==> src/rtl/fb_muldiv_if.sv <==
// Request/response bundle between the execute stage and the iterative RV32M multiply/divide unit.
// The execute stage drives the request side; the unit drives busy/done/result.
interface fb_muldiv_if #(
    parameter int XLEN = 32
);
    logic            start;
    logic [7:0]      md_op;
    logic [XLEN-1:0] op_a;
    logic [XLEN-1:0] op_b;
    logic            flush;
    logic            busy;
    logic            done;
    logic [XLEN-1:0] result;

    modport master (
        output start, md_op, op_a, op_b, flush,
        input  busy, done, result
    );

    modport slave (
        input  start, md_op, op_a, op_b, flush,
        output busy, done, result
    );
endinterface

==> src/rtl/fb_muldiv.sv <==
// Iterative RV32M multiply/divide: 32-cycle shift-add multiply or restoring divide on operand
// magnitudes, followed by sign fix-up; divide-by-zero and signed overflow resolve in one cycle.
module fb_muldiv #(
    parameter int XLEN = 32
) (
    input  logic       clk,
    input  logic       rst_n,
    fb_muldiv_if.slave md
);
    typedef enum logic [1:0] {
        S_IDLE = 2'd0,
        S_CALC = 2'd1,
        S_FIX  = 2'd2,
        S_DONE = 2'd3
    } state_t;

    localparam logic [XLEN-1:0] ALL_ONES = {XLEN{1'b1}};
    localparam logic [XLEN-1:0] ZERO_W   = {XLEN{1'b0}};
    localparam logic [XLEN-1:0] MIN_NEG  = {1'b1, {(XLEN-1){1'b0}}};

    function automatic logic is_onehot8(input logic [7:0] v);
        return (v != 8'h00) && ((v & (v - 8'h01)) == 8'h00);
    endfunction

    function automatic logic [XLEN-1:0] cond_neg(input logic [XLEN-1:0] v, input logic neg);
        return neg ? (ZERO_W - v) : v;
    endfunction

    state_t              state_q, state_d;
    logic [7:0]          op_q, op_d;
    logic [XLEN-1:0]     a_mag_q, a_mag_d;
    logic [XLEN-1:0]     b_mag_q, b_mag_d;
    logic [2*XLEN-1:0]   acc_q, acc_d;
    logic [4:0]          cnt_q, cnt_d;
    logic                neg_pq_q, neg_pq_d;
    logic                neg_r_q, neg_r_d;
    logic [XLEN-1:0]     result_q, result_d;

    logic                sign_a_s, sign_b_s, a_neg_s, b_neg_s;
    logic                is_div_in_s, div_zero_s, div_ovf_s;
    logic [XLEN-1:0]     fast_val_s;
    logic                op_is_div_s;
    logic [XLEN:0]       rem_shift_s, rem_diff_s;
    logic [2*XLEN-1:0]   product_s;

    // Operand classification for an incoming request (only used when a start is accepted).
    always_comb begin
        sign_a_s    = md.md_op[7] | md.md_op[6] | md.md_op[5] | md.md_op[3] | md.md_op[1];
        sign_b_s    = md.md_op[7] | md.md_op[6] | md.md_op[3] | md.md_op[1];
        a_neg_s     = sign_a_s & md.op_a[XLEN-1];
        b_neg_s     = sign_b_s & md.op_b[XLEN-1];
        is_div_in_s = |md.md_op[3:0];
        div_zero_s  = is_div_in_s && (md.op_b == ZERO_W);
        div_ovf_s   = (md.md_op[3] | md.md_op[1]) && (md.op_a == MIN_NEG) && (md.op_b == ALL_ONES);
        if (div_zero_s) begin
            fast_val_s = (md.md_op[3] | md.md_op[2]) ? ALL_ONES : md.op_a;
        end else begin
            fast_val_s = md.md_op[3] ? MIN_NEG : ZERO_W;
        end
    end

    // One restoring-division step and the sign-corrected product for the fix-up cycle.
    always_comb begin
        op_is_div_s = |op_q[3:0];
        rem_shift_s = {acc_q[XLEN-1:0], a_mag_q[XLEN-1]};
        rem_diff_s  = rem_shift_s - {1'b0, b_mag_q};
        product_s   = neg_pq_q ? ({(2*XLEN){1'b0}} - acc_q) : acc_q;
    end

    // Next-state and datapath update; flush overrides everything and leaves result untouched.
    always_comb begin
        state_d  = state_q;
        op_d     = op_q;
        a_mag_d  = a_mag_q;
        b_mag_d  = b_mag_q;
        acc_d    = acc_q;
        cnt_d    = cnt_q;
        neg_pq_d = neg_pq_q;
        neg_r_d  = neg_r_q;
        result_d = result_q;
        if (md.flush) begin
            state_d = S_IDLE;
        end else begin
            case (state_q)
                S_IDLE: begin
                    cnt_d = 5'd0;
                    acc_d = {(2*XLEN){1'b0}};
                    if (md.start && is_onehot8(md.md_op)) begin
                        op_d     = md.md_op;
                        a_mag_d  = cond_neg(md.op_a, a_neg_s);
                        b_mag_d  = cond_neg(md.op_b, b_neg_s);
                        neg_pq_d = a_neg_s ^ b_neg_s;
                        neg_r_d  = a_neg_s;
                        if (div_zero_s || div_ovf_s) begin
                            result_d = fast_val_s;
                            state_d  = S_DONE;
                        end else begin
                            state_d  = S_CALC;
                        end
                    end else begin
                        state_d = S_IDLE;
                    end
                end
                S_CALC: begin
                    cnt_d = cnt_q + 5'd1;
                    if (op_is_div_s) begin
                        // Quotient bits shift into the dividend register as its bits are consumed.
                        acc_d[XLEN-1:0] = rem_diff_s[XLEN] ? rem_shift_s[XLEN-1:0] : rem_diff_s[XLEN-1:0];
                        a_mag_d         = {a_mag_q[XLEN-2:0], ~rem_diff_s[XLEN]};
                    end else begin
                        acc_d   = {acc_q[2*XLEN-2:0], 1'b0} + (b_mag_q[XLEN-1] ? {ZERO_W, a_mag_q} : {(2*XLEN){1'b0}});
                        b_mag_d = {b_mag_q[XLEN-2:0], 1'b0};
                    end
                    if (cnt_q == 5'd31) begin
                        state_d = S_FIX;
                    end else begin
                        state_d = S_CALC;
                    end
                end
                S_FIX: begin
                    case (op_q)
                        8'h80:   result_d = product_s[XLEN-1:0];
                        8'h40,
                        8'h20,
                        8'h10:   result_d = product_s[2*XLEN-1:XLEN];
                        8'h08,
                        8'h04:   result_d = cond_neg(a_mag_q, neg_pq_q);
                        8'h02,
                        8'h01:   result_d = cond_neg(acc_q[XLEN-1:0], neg_r_q);
                        default: result_d = result_q;
                    endcase
                    state_d = S_DONE;
                end
                S_DONE: begin
                    state_d = S_IDLE;
                end
                default: begin
                    state_d = S_IDLE;
                end
            endcase
        end
    end

    // State and datapath registers.
    always_ff @(posedge clk or negedge rst_n) begin
        if (!rst_n) begin
            state_q  <= S_IDLE;
            op_q     <= 8'h00;
            a_mag_q  <= ZERO_W;
            b_mag_q  <= ZERO_W;
            acc_q    <= {(2*XLEN){1'b0}};
            cnt_q    <= 5'd0;
            neg_pq_q <= 1'b0;
            neg_r_q  <= 1'b0;
            result_q <= ZERO_W;
        end else begin
            state_q  <= state_d;
            op_q     <= op_d;
            a_mag_q  <= a_mag_d;
            b_mag_q  <= b_mag_d;
            acc_q    <= acc_d;
            cnt_q    <= cnt_d;
            neg_pq_q <= neg_pq_d;
            neg_r_q  <= neg_r_d;
            result_q <= result_d;
        end
    end

    assign md.busy   = (state_q != S_IDLE);
    assign md.done   = (state_q == S_DONE);
    assign md.result = result_q;
endmodule

==> src/flat_wrapper.sv <==
// flat-port wrapper written by rule: the top's interface ports become plain ports
module fb_muldiv_flat 
#(
    parameter int XLEN = 32
)
  (clk, rst_n, md_start, md_md_op, md_op_a, md_op_b, md_flush, md_busy, md_done, md_result);
  fb_muldiv_if #(.XLEN(XLEN)) md_i ();
  input  logic clk;
  input  logic rst_n;
  input wire logic [$bits(md_i.start)-1:0] md_start;
  input wire logic [$bits(md_i.md_op)-1:0] md_md_op;
  input wire logic [$bits(md_i.op_a)-1:0] md_op_a;
  input wire logic [$bits(md_i.op_b)-1:0] md_op_b;
  input wire logic [$bits(md_i.flush)-1:0] md_flush;
  output wire logic [$bits(md_i.busy)-1:0] md_busy;
  output wire logic [$bits(md_i.done)-1:0] md_done;
  output wire logic [$bits(md_i.result)-1:0] md_result;
  assign md_i.start = md_start;
  assign md_i.md_op = md_md_op;
  assign md_i.op_a = md_op_a;
  assign md_i.op_b = md_op_b;
  assign md_i.flush = md_flush;
  assign md_busy = md_i.busy;
  assign md_done = md_i.done;
  assign md_result = md_i.result;
  fb_muldiv #(.XLEN(XLEN)) u_core (.clk(clk), .rst_n(rst_n), .md(md_i));
endmodule
==> config.mk <==
export PLATFORM = sky130hd
export DESIGN_NAME = fb_muldiv_flat
export DESIGN_NICKNAME = d
export VERILOG_FILES = /design/src/rtl/fb_muldiv_if.sv /design/src/rtl/fb_muldiv.sv /design/src/flat_wrapper.sv
export SDC_FILE = /design/constraint.sdc
export NUM_CORES = 1
export LEC_CHECK = 0
export BUFFER_PORTS_ARGS = -buffer_cell sky130_fd_sc_hd__buf_2
export CORE_MARGIN = 3
export CORE_UTILIZATION = 35
export CTS_CLUSTER_SIZE = 14
export DETAILED_ROUTE_END_ITERATION = 7
export GPL_TIMING_DRIVEN = 0
export SLEW_MARGIN = 10
export SYNTH_ARGS = -nofsm -noshare
export SYNTH_HDL_FRONTEND = slang
export SYNTH_SLANG_ARGS = --single-unit
==> constraint.sdc <==
create_clock -name clk -period 5.9 [get_ports clk]
set_input_delay 0.59 -clock clk [delete_from_list [all_inputs] [get_ports clk]]
set_output_delay 0.59 -clock clk [all_outputs]
set_load 0.05 [all_outputs]
== Yosys cells after proc, flatten, opt, wreduce, memory -nomap -nowiden ==
Index checks and enable logic that the tools add are counted.
Storage, ports and cells
  output and inout bits: 34
  flip-flop bits (word level): 177
  bits of input ports: 76
  word-level logic and storage cells: 105
Operators by class
  multiplexer cells: 29
  bitwise operators: 14
  reductions and logical operators: 24
  equality and inequality tests: 19
  add/sub/neg operators: 9
Operator list (number)
  32-bit 2-to-1 mux: 17
  32-bit case mux with 2 select lines: 3
  32-bit case mux with 4 select lines: 1
  64-bit case mux with 2 select lines: 1
  1-bit by 32-bit subtractor with 32-bit output (first input constant): 4
  64-bit adder: 1
  32-bit equality test (second input constant): 2
  64-bit 2-to-1 mux: 1
  1-bit by 64-bit subtractor with 64-bit output (first input constant): 1
  33-bit by 32-bit subtractor with 33-bit output: 1
  32-bit logical NOT: 1
  5-bit case mux with 2 select lines: 1
  8-bit bitwise AND: 1
  8-bit by 1-bit equality test with 1-bit output (second input constant): 1
  8-bit by 2-bit equality test with 1-bit output (second input constant): 1
  8-bit by 3-bit equality test with 1-bit output (second input constant): 1
  8-bit by 4-bit equality test with 1-bit output (second input constant): 1
  8-bit by 5-bit equality test with 1-bit output (second input constant): 1
  8-bit by 6-bit equality test with 1-bit output (second input constant): 1
  8-bit by 7-bit equality test with 1-bit output (second input constant): 1
  8-bit equality test (second input constant): 1
  8-bit logical NOT: 1
  2-bit 2-to-1 mux: 4
  1-bit bitwise OR: 8
  24 further kinds: 39

== Longest topological paths before layout ==
Gate-level depths: netlist of the first run.
  depth after elaboration: 8
  mapped depth: 15
  gate-level depth less buffers: 13

== Worst setup path before layout of the first run ==
Ideal clock, no wire load.
  path type: flip-flop to flip-flop
  start point: reg u_core.b_mag_q[31]
  end point: reg u_core.acc_q[63]
  path buffers: 2
  clock period less this slack: 3586 ps
  arrival time: 3503 ps
  setup time: 83 ps
  stages on the path, launching flop included: 16
  data required time: 5817 ps
  setup slack: 2314 ps
  cell sequence: dfrtp_1 -> clkbuf_1 -> inv_1 -> nor2_1 -> ha_1 -> fa_1 -> a211oi_1 -> o21ai_0 -> a31oi_1 -> o41a_1 -> o41a_1 -> o21ai_0 -> clkbuf_1 -> nand4_1 -> xor2_1 -> o21ai_0
On the way
  cells in the longest elaborated chain, start to end: 4
Ends and longest elaborated chain
  start, declared: line fb_muldiv.sv:32  | logic [XLEN-1:0] b_mag_q, b_mag_d;
  start signal, assigned: line fb_muldiv.sv:160  | b_mag_q <= b_mag_d;
  32-bit 2-to-1 mux: line fb_muldiv.sv:111  | acc_d = {acc_q[2*XLEN-2:0], 1'b0} + (b_mag_q[XLEN-1] ? {ZERO_W, a_mag_q} : {(2*XLEN){1'b0}});
  64-bit adder: line fb_muldiv.sv:111
  32-bit 2-to-1 mux: line fb_muldiv.sv:106  | if (op_is_div_s) begin
  64-bit case mux with 2 select lines: line fb_muldiv.sv:84  | case (state_q)
  end signal, assigned: line fb_muldiv.sv:151  | acc_q <= {(2*XLEN){1'b0}};
  end, declared: line fb_muldiv.sv:33  | logic [2*XLEN-1:0] acc_q, acc_d;
No other way between the ends. The select of a mux whose other input is x is not followed.
A chain may end at the register's enable or synchronous reset.

== Final worst setup path of the first run ==
Ends and elaborated chain as after synthesis.

==> metrics.csv, run 1 <==
metric,value,unit
status,"finished, final reports clean",
synth_edf_count,0,
cts_tree,built,
power_density,399,nW/µm²
drtPass1Iterations,6,
reg2reg_slack,870,ps
finalHoldViolations,0,
drv_cap,0,
seq_area,4430,µm²
min_period,5030,ps
drv_slew,0,
io_pins,110,
critPathKind,reg2reg,
cp.required,6300,ps
synth_cells,2280,
via_count,18200,
via_per_inst,5.99,
ys_types,80,
dpl_cell_area,18300,µm²
drive_above_1_share,8.18,%
tightest_slew,1180,ps
portBuffers,108,
dpl.hpwl,55400,µm
end_kind,flop,
cts_buffer_depth,2,
dieArea,51000,µm²
async_flop_share,100,%
critPathMaxFanout,10,
final_cell_mix,"nand2_1 (265), nor2_1 (228), o21ai_0 (221)",
ys.flop_type,dfrtp_1,
ys_ff_latch,177,
maxSlewHeadroom,20.4,%
drt_iter0_drc,1917,
ir_drop,0.223,mV
final_cells,3030,
r2r_end,u_core.acc_q[63]$_DFFE_PN0P_,
pre_cts_slack,953,ps
fin_setup_tns,0,ps
syn2layout_area_growth,12.2,%
antenna_found_initial,2,
start_util,35.9,%
dp.cells,2998,
routed_wl,69100,µm
power,0.00758,W
grt-ovfl-total,0,
cts.clk_slew.worst_paths,70,ps
antenna_left,0,
worstHoldPathType,in2async,
syn-num-nets,2428,
rsz0062_at_grt,false,
setup_viol,0,
synth_area,16900,µm²
timing.rr.start,u_core.b_mag_q[31]$_DFFE_PN0P_,
die_w,226,µm
yosysSeqAreaShare,26.2,%
finalWeightedCongestion,0.993,
grt_usage,26.9,%
cts-root-buf,clkbuf_16,
wire_per_inst,22.8,µm
yosysWarnings,0,
numCtsBuffers,17,
n_fill_cell,4872,
avgSynthCellArea,7.42,µm²
multi_input_area,11700,µm²
final_nets,2558,
holdBufCountCts,0,
design.core.area,47100,µm²
cp.arrival,5430,ps
rows,79,
clk_latency,500,ps
finalClockSkew,16.9,ps
grt_pass1_vias,17300,
post_cts_buffers,0,
power_leakage,8.13,nW
r2r_cells,15,
cts_sinks,177,
grt_max_degree,92,
fin_area,19000,µm²
fmax,0.199,GHz
layout_commonest_cell,nand2_1,
fin_crit_sh,85.2,%
setup.worst_path.start_class,flop,
grt_pass1_wl,104000,µm
ctsHtreeMaxLevel,4,
ctsResizeCount,0,
die_h,226,µm
drc,0,
finalWorstSetupSlack,873,ps
through the flow:
stage          hold slack (ps)  utilization [%]
6_report                  74.3             40.2
5_1_grt                    161             40.2
4_1_cts                    126             40.2
3_5_place_dp               463             38.8
3_3_place_gp               451             38.6
2_1_floorplan              294                -
cells in the mapped netlist (5+ instances only):
library cell | count | area share [%]
a21o_1 | 30 | 1.3
nand2b_1 | 17 | 0.63
buf_2 | 7 | 0.21
o211ai_1 | 22 | 0.98
a21oi_1 | 202 | 6.0
and3_1 | 17 | 0.63
or2_2 | 16 | 0.59
a221oi_1 | 7 | 0.36
o21ai_0 | 221 | 6.5
a22o_1 | 6 | 0.31
dfrtp_1 | 177 | 26
o21a_1 | 19 | 0.84
nor4_1 | 23 | 0.85
buf_1 | 9 | 0.20
a31oi_1 | 18 | 0.67
or3_1 | 33 | 1.2
nand2_1 | 265 | 5.9
o41ai_1 | 17 | 0.88
nor3_1 | 58 | 1.7
and2_1 | 32 | 1.2
or4_1 | 31 | 1.4
xnor2_1 | 95 | 4.9
o22ai_1 | 26 | 0.96
mux2_2 | 7 | 0.47
xor2_1 | 120 | 6.2
inv_1 | 59 | 1.3
mux2i_1 | 9 | 0.53
o221ai_1 | 23 | 1.2
nand4b_1 | 5 | 0.26
o21bai_1 | 10 | 0.44
nor2b_1 | 12 | 0.44
clkbuf_1 | 139 | 3.1
nor2_1 | 228 | 5.1
ha_1 | 70 | 5.2
a211oi_1 | 23 | 1.0
a22oi_1 | 24 | 1.1
nand3b_1 | 5 | 0.22
o31ai_1 | 38 | 1.7
o311ai_0 | 5 | 0.26
nand3_1 | 42 | 1.2
nand4_1 | 26 | 0.96
o21ai_1 | 11 | 0.33
logic make-up (layout without fill, tap and decap cells):
logic type,Yosys count,in the layout,share of synthesized area (%)
flops,177,177,26.2
xor+xnor,215,215,11.1
simple gates,835,835,23.7
other cells,0,1,0
buf+inv,218,360,5.03
mux,16,16,0.998
fa+ha+maj,73,73,5.47
compound gates,746,746,27.5
power by group:
| part | leakage, nW | internal [W] | switching (W) | total, W |
|---|---|---|---|---|
| logic | 5.46 | 0.00141 | 0.00291 | 0.00432 |
| registers | 2.33 | 0.00151 | 0.000376 | 0.00189 |
| clock network | 0.330 | 0.000817 | 0.000555 | 0.00137 |
critical path: stages, from the launching register on:
cell and delay [ps]:
dfrtp_1 490, clkbuf_1 290, inv_1 260, nor2_1 160, ha_1 200, fa_1 250
a211oi_1 110, o21ai_0 370, a31oi_1 230, o41a_1 460, o41a_1 550, o21ai_0 510
clkbuf_1 490, nand4_1 200, xor2_1 190, o21ai_0 160
final cells by class:
cell class / instances / area share (%)
Clock inverter: 12 / 1.20
Inverter: 59 / 1.17
Tap cell: 607 / 4.00
Sequential cell: 177 / 23.3
Buffer: 159 / 3.32
Antenna cell: 1 / 0.0132
Multi-Input combinational cell: 1885 / 61.4
Timing Repair Buffer: 111 / 3.14
Clock buffer: 19 / 2.39
how the worst max path moves through the flow:
stage | from | endpoint | slack [ps] | depth (start not counted)
final | u_core.b_mag_q[31]$_DFFE_PN0P_ | u_core.acc_q[63]$_DFFE_PN0P_ | 870 | 15
after floorplan | u_core.b_mag_q[31]$_DFFE_PN0P_ | u_core.acc_q[63]$_DFFE_PN0P_ | 2310 | 15
after global routing | u_core.b_mag_q[31]$_DFFE_PN0P_ | u_core.acc_q[63]$_DFFE_PN0P_ | 380 | 15
after detailed placement | u_core.b_mag_q[31]$_DFFE_PN0P_ | u_core.acc_q[63]$_DFFE_PN0P_ | 950 | 15
after global placement | u_core.b_mag_q[31]$_DFFE_PN0P_ | u_core.acc_q[63]$_DFFE_PN0P_ | 930 | 15
after CTS | u_core.b_mag_q[31]$_DFFE_PN0P_ | u_core.acc_q[63]$_DFFE_PN0P_ | 860 | 15
state kept, by name (all words and copies together), names as in the netlist:
name,count
u_core.acc_q,64
u_core.a_mag_q,32
u_core.b_mag_q,32
u_core.md.result,32
u_core.op_q,8
u_core.cnt_q,5
u_core.state_q,2
u_core.neg_pq_q,1
u_core.neg_r_q,1
routing by layer:
layer / track usage [%] / wire length, µm / vias up
met5: 0 / 26 / -
li1: - / - / 8518
met1: 36.5 / 30600 / 8834
met3: 6.16 / 5250 / 113
met4: 11.6 / 2840 / 4
met2: 41.0 / 30300 / 684
Note: power is estimated with default switching activity, not from simulation.
==> run 2: changes to the inputs <==
==> constraint.sdc (replaced) <==
create_clock -name clk -period 5.9 [get_ports clk]
set_input_delay 0.295 -clock clk [delete_from_list [all_inputs] [get_ports clk]]
set_output_delay 0.295 -clock clk [all_outputs]
set_load 0.05 [all_outputs]
==> run 2 against run 1 <==
  * Register-to-register slack about the same
  * Clock skew decreased by 1.3 ps
  * Combinational power hardly changed
  * Via count increased by 0.56%
  * Global-route usage about the same
  * Fmax shrank 0.24%
  * Sequential share of layout area is essentially flat
  * Utilization about the same
  * Setup slack lost 12 ps
  * Non-clock buffer count is 1 higher
  * Design area barely moved
  * Hold slack better by 4.6 ps
  * Critical path type unchanged
  * Critical endpoint unchanged
  * Largest cell class unchanged
  * Largest power group unchanged
==> metrics.csv, run 2 (synthesis gave the netlist of run 1 again) <==
metric,value,unit
rows,79,
critPathMaxFanout,10,
cts_tree,built,
ir_drop,0.222,mV
power_density,400,nW/µm²
cts_sinks,177,
seq_area,4430,µm²
min_period,5040,ps
critPathKind,reg2reg,
portBuffers,108,
final_nets,2559,
tightest_slew,1130,ps
grt_pass1_wl,104000,µm
finalWorstSetupSlack,861,ps
drtPass1Iterations,8,
finalHoldViolations,0,
die_h,226,µm
maxSlewHeadroom,24.2,%
fmax,0.198,GHz
crit_chain,"clkbuf_1, inv_1, nor2_1, ha_1, fa_1, a211oi_1, o21ai_0, a31oi_1, o41a_1, o41a_1, o21ai_0, clkbuf_1, nand4_1, xor2_1, o21ai_0",
cp.arrival,5440,ps
worstHoldPathType,in2reg,
r2r_cells,15,
numCtsBuffers,17,
layout_commonest_cell,nand2_1,
ctsHtreeMaxLevel,4,
top_register,u_core.acc_q,
start_util,35.9,%
reg2reg_slack,860,ps
dp.cells,2998,
grt_usage,26.9,%
finalClockSkew,15.6,ps
cts-root-buf,clkbuf_16,
syn2layout_area_growth,12.2,%
rsz0062_at_grt,false,
drv_cap,0,
final_cell_mix,"nand2_1 (265), nor2_1 (228), o21ai_0 (221)",
setup.worst_path.start_class,flop,
cts.clk_slew.worst_paths,70,ps
fin_crit_sh,85.4,%
die_w,226,µm
final_cells,3031,
cp.required,6300,ps
ctsResizeCount,0,
crit_buf_inv,3,
n_fill_cell,4874,
setup_viol,0,
multi_input_area,11700,µm²
cp_top_family,compound AO/OA/AOI/OAI gates,
drive_above_1_share,8.17,%
grt-ovfl-total,0,
hold-path-endpoint,u_core.op_q[7]$_DFFE_PN0P_,
design.core.area,47100,µm²
dpl.hpwl,55400,µm
routed_wl,69300,µm
whs_path_depth,2,
drt_iter0_drc,1871,
power_leakage,8.13,nW
finalWeightedCongestion,0.993,
end_kind,flop,
cts_buffer_depth,2,
antenna_found_initial,2,
fin_setup_tns,0,ps
r2r_end,u_core.acc_q[63]$_DFFE_PN0P_,
status,"finished, final reports clean",
min_from,md_md_op[7],
clk_latency,500,ps
crit_slowest_cell,o41a_1,
io_pins,110,
cp_slowest_stage_delay,550,ps
largest_reg_flops,64,
pre_cts_slack,953,ps
drc,0,
timing.rr.start,u_core.b_mag_q[31]$_DFFE_PN0P_,
grt_max_degree,92,
dieArea,51000,µm²
wire_per_inst,22.9,µm
cpMostUsedCell,o21ai_0,
via_per_inst,6.02,
drv_slew,0,
via_count,18300,
antenna_left,0,
grt_pass1_vias,17300,
run 2: cell types whose count changed in the layout (fill, tap and decap cells not counted):
cell and delta:
dlygate4sd3_1 +1
run 2: worst max path at each step:
| stage | from | endpoint | slack, ps | cells after the start |
|---|---|---|---|---|
| CTS | u_core.b_mag_q[31]$_DFFE_PN0P_ | u_core.acc_q[63]$_DFFE_PN0P_ | 860 | 15 |
| finish | u_core.b_mag_q[31]$_DFFE_PN0P_ | u_core.acc_q[63]$_DFFE_PN0P_ | 860 | 15 |
| detailed placement | u_core.b_mag_q[31]$_DFFE_PN0P_ | u_core.acc_q[63]$_DFFE_PN0P_ | 950 | 15 |
| global placement | u_core.b_mag_q[31]$_DFFE_PN0P_ | u_core.acc_q[63]$_DFFE_PN0P_ | 930 | 15 |
| floorplan | u_core.b_mag_q[31]$_DFFE_PN0P_ | u_core.acc_q[63]$_DFFE_PN0P_ | 2310 | 15 |
| global route | u_core.b_mag_q[31]$_DFFE_PN0P_ | u_core.acc_q[63]$_DFFE_PN0P_ | 380 | 15 |
run 2: per-stage QoR:
step	util, %	hold slack (ps)	total power (W)	cell area (µm²)
2_1_floorplan	-	-0.591	0.00465	16900
3_3_place_gp	38.6	451	0.00605	18200
3_5_place_dp	38.8	367	0.00610	18300
4_1_cts	40.3	49.7	0.00750	19000
5_1_grt	40.3	79.7	0.00801	19000
6_report	40.3	78.9	0.00759	19000
run 2: per-layer routing:
metal  vias up  part of all wire [%]  global-route usage, %
li1       8522                     -                      -
met1      8924                    45                   36.5
met2       690                    44                   41.1
met3       115                   7.3                   6.15
met4         4                   4.2                   11.6
met5         -                 0.038                      0
run 2: timing repair:
action,4_1_cts,5_1_grt
hold endpoints to repair,86,0
buffers inserted,0,0
hold buffers,1,0
run 2: power by group:
group	leakage, nW	switching [W]	internal, W	total [W]
combinational	5.47	0.00292	0.00141	0.00433
clock	0.330	0.000556	0.000817	0.00137
sequential	2.33	0.000378	0.00151	0.00189
total	8.13	0.00386	0.00373	0.00759
run 2: area by class of cell:
| type | instances | area share (%) |
|---|---|---|
| multi-input cells | 1885 | 61.4 |
| flip-flops and latches | 177 | 23.3 |
| well taps | 607 | 4.00 |
| plain buffers | 159 | 3.31 |
| repair buffers | 112 | 3.20 |
| clock buffers | 19 | 2.39 |
| clock inverters | 12 | 1.20 |
| inverters | 59 | 1.17 |
| diodes | 1 | 0.0132 |
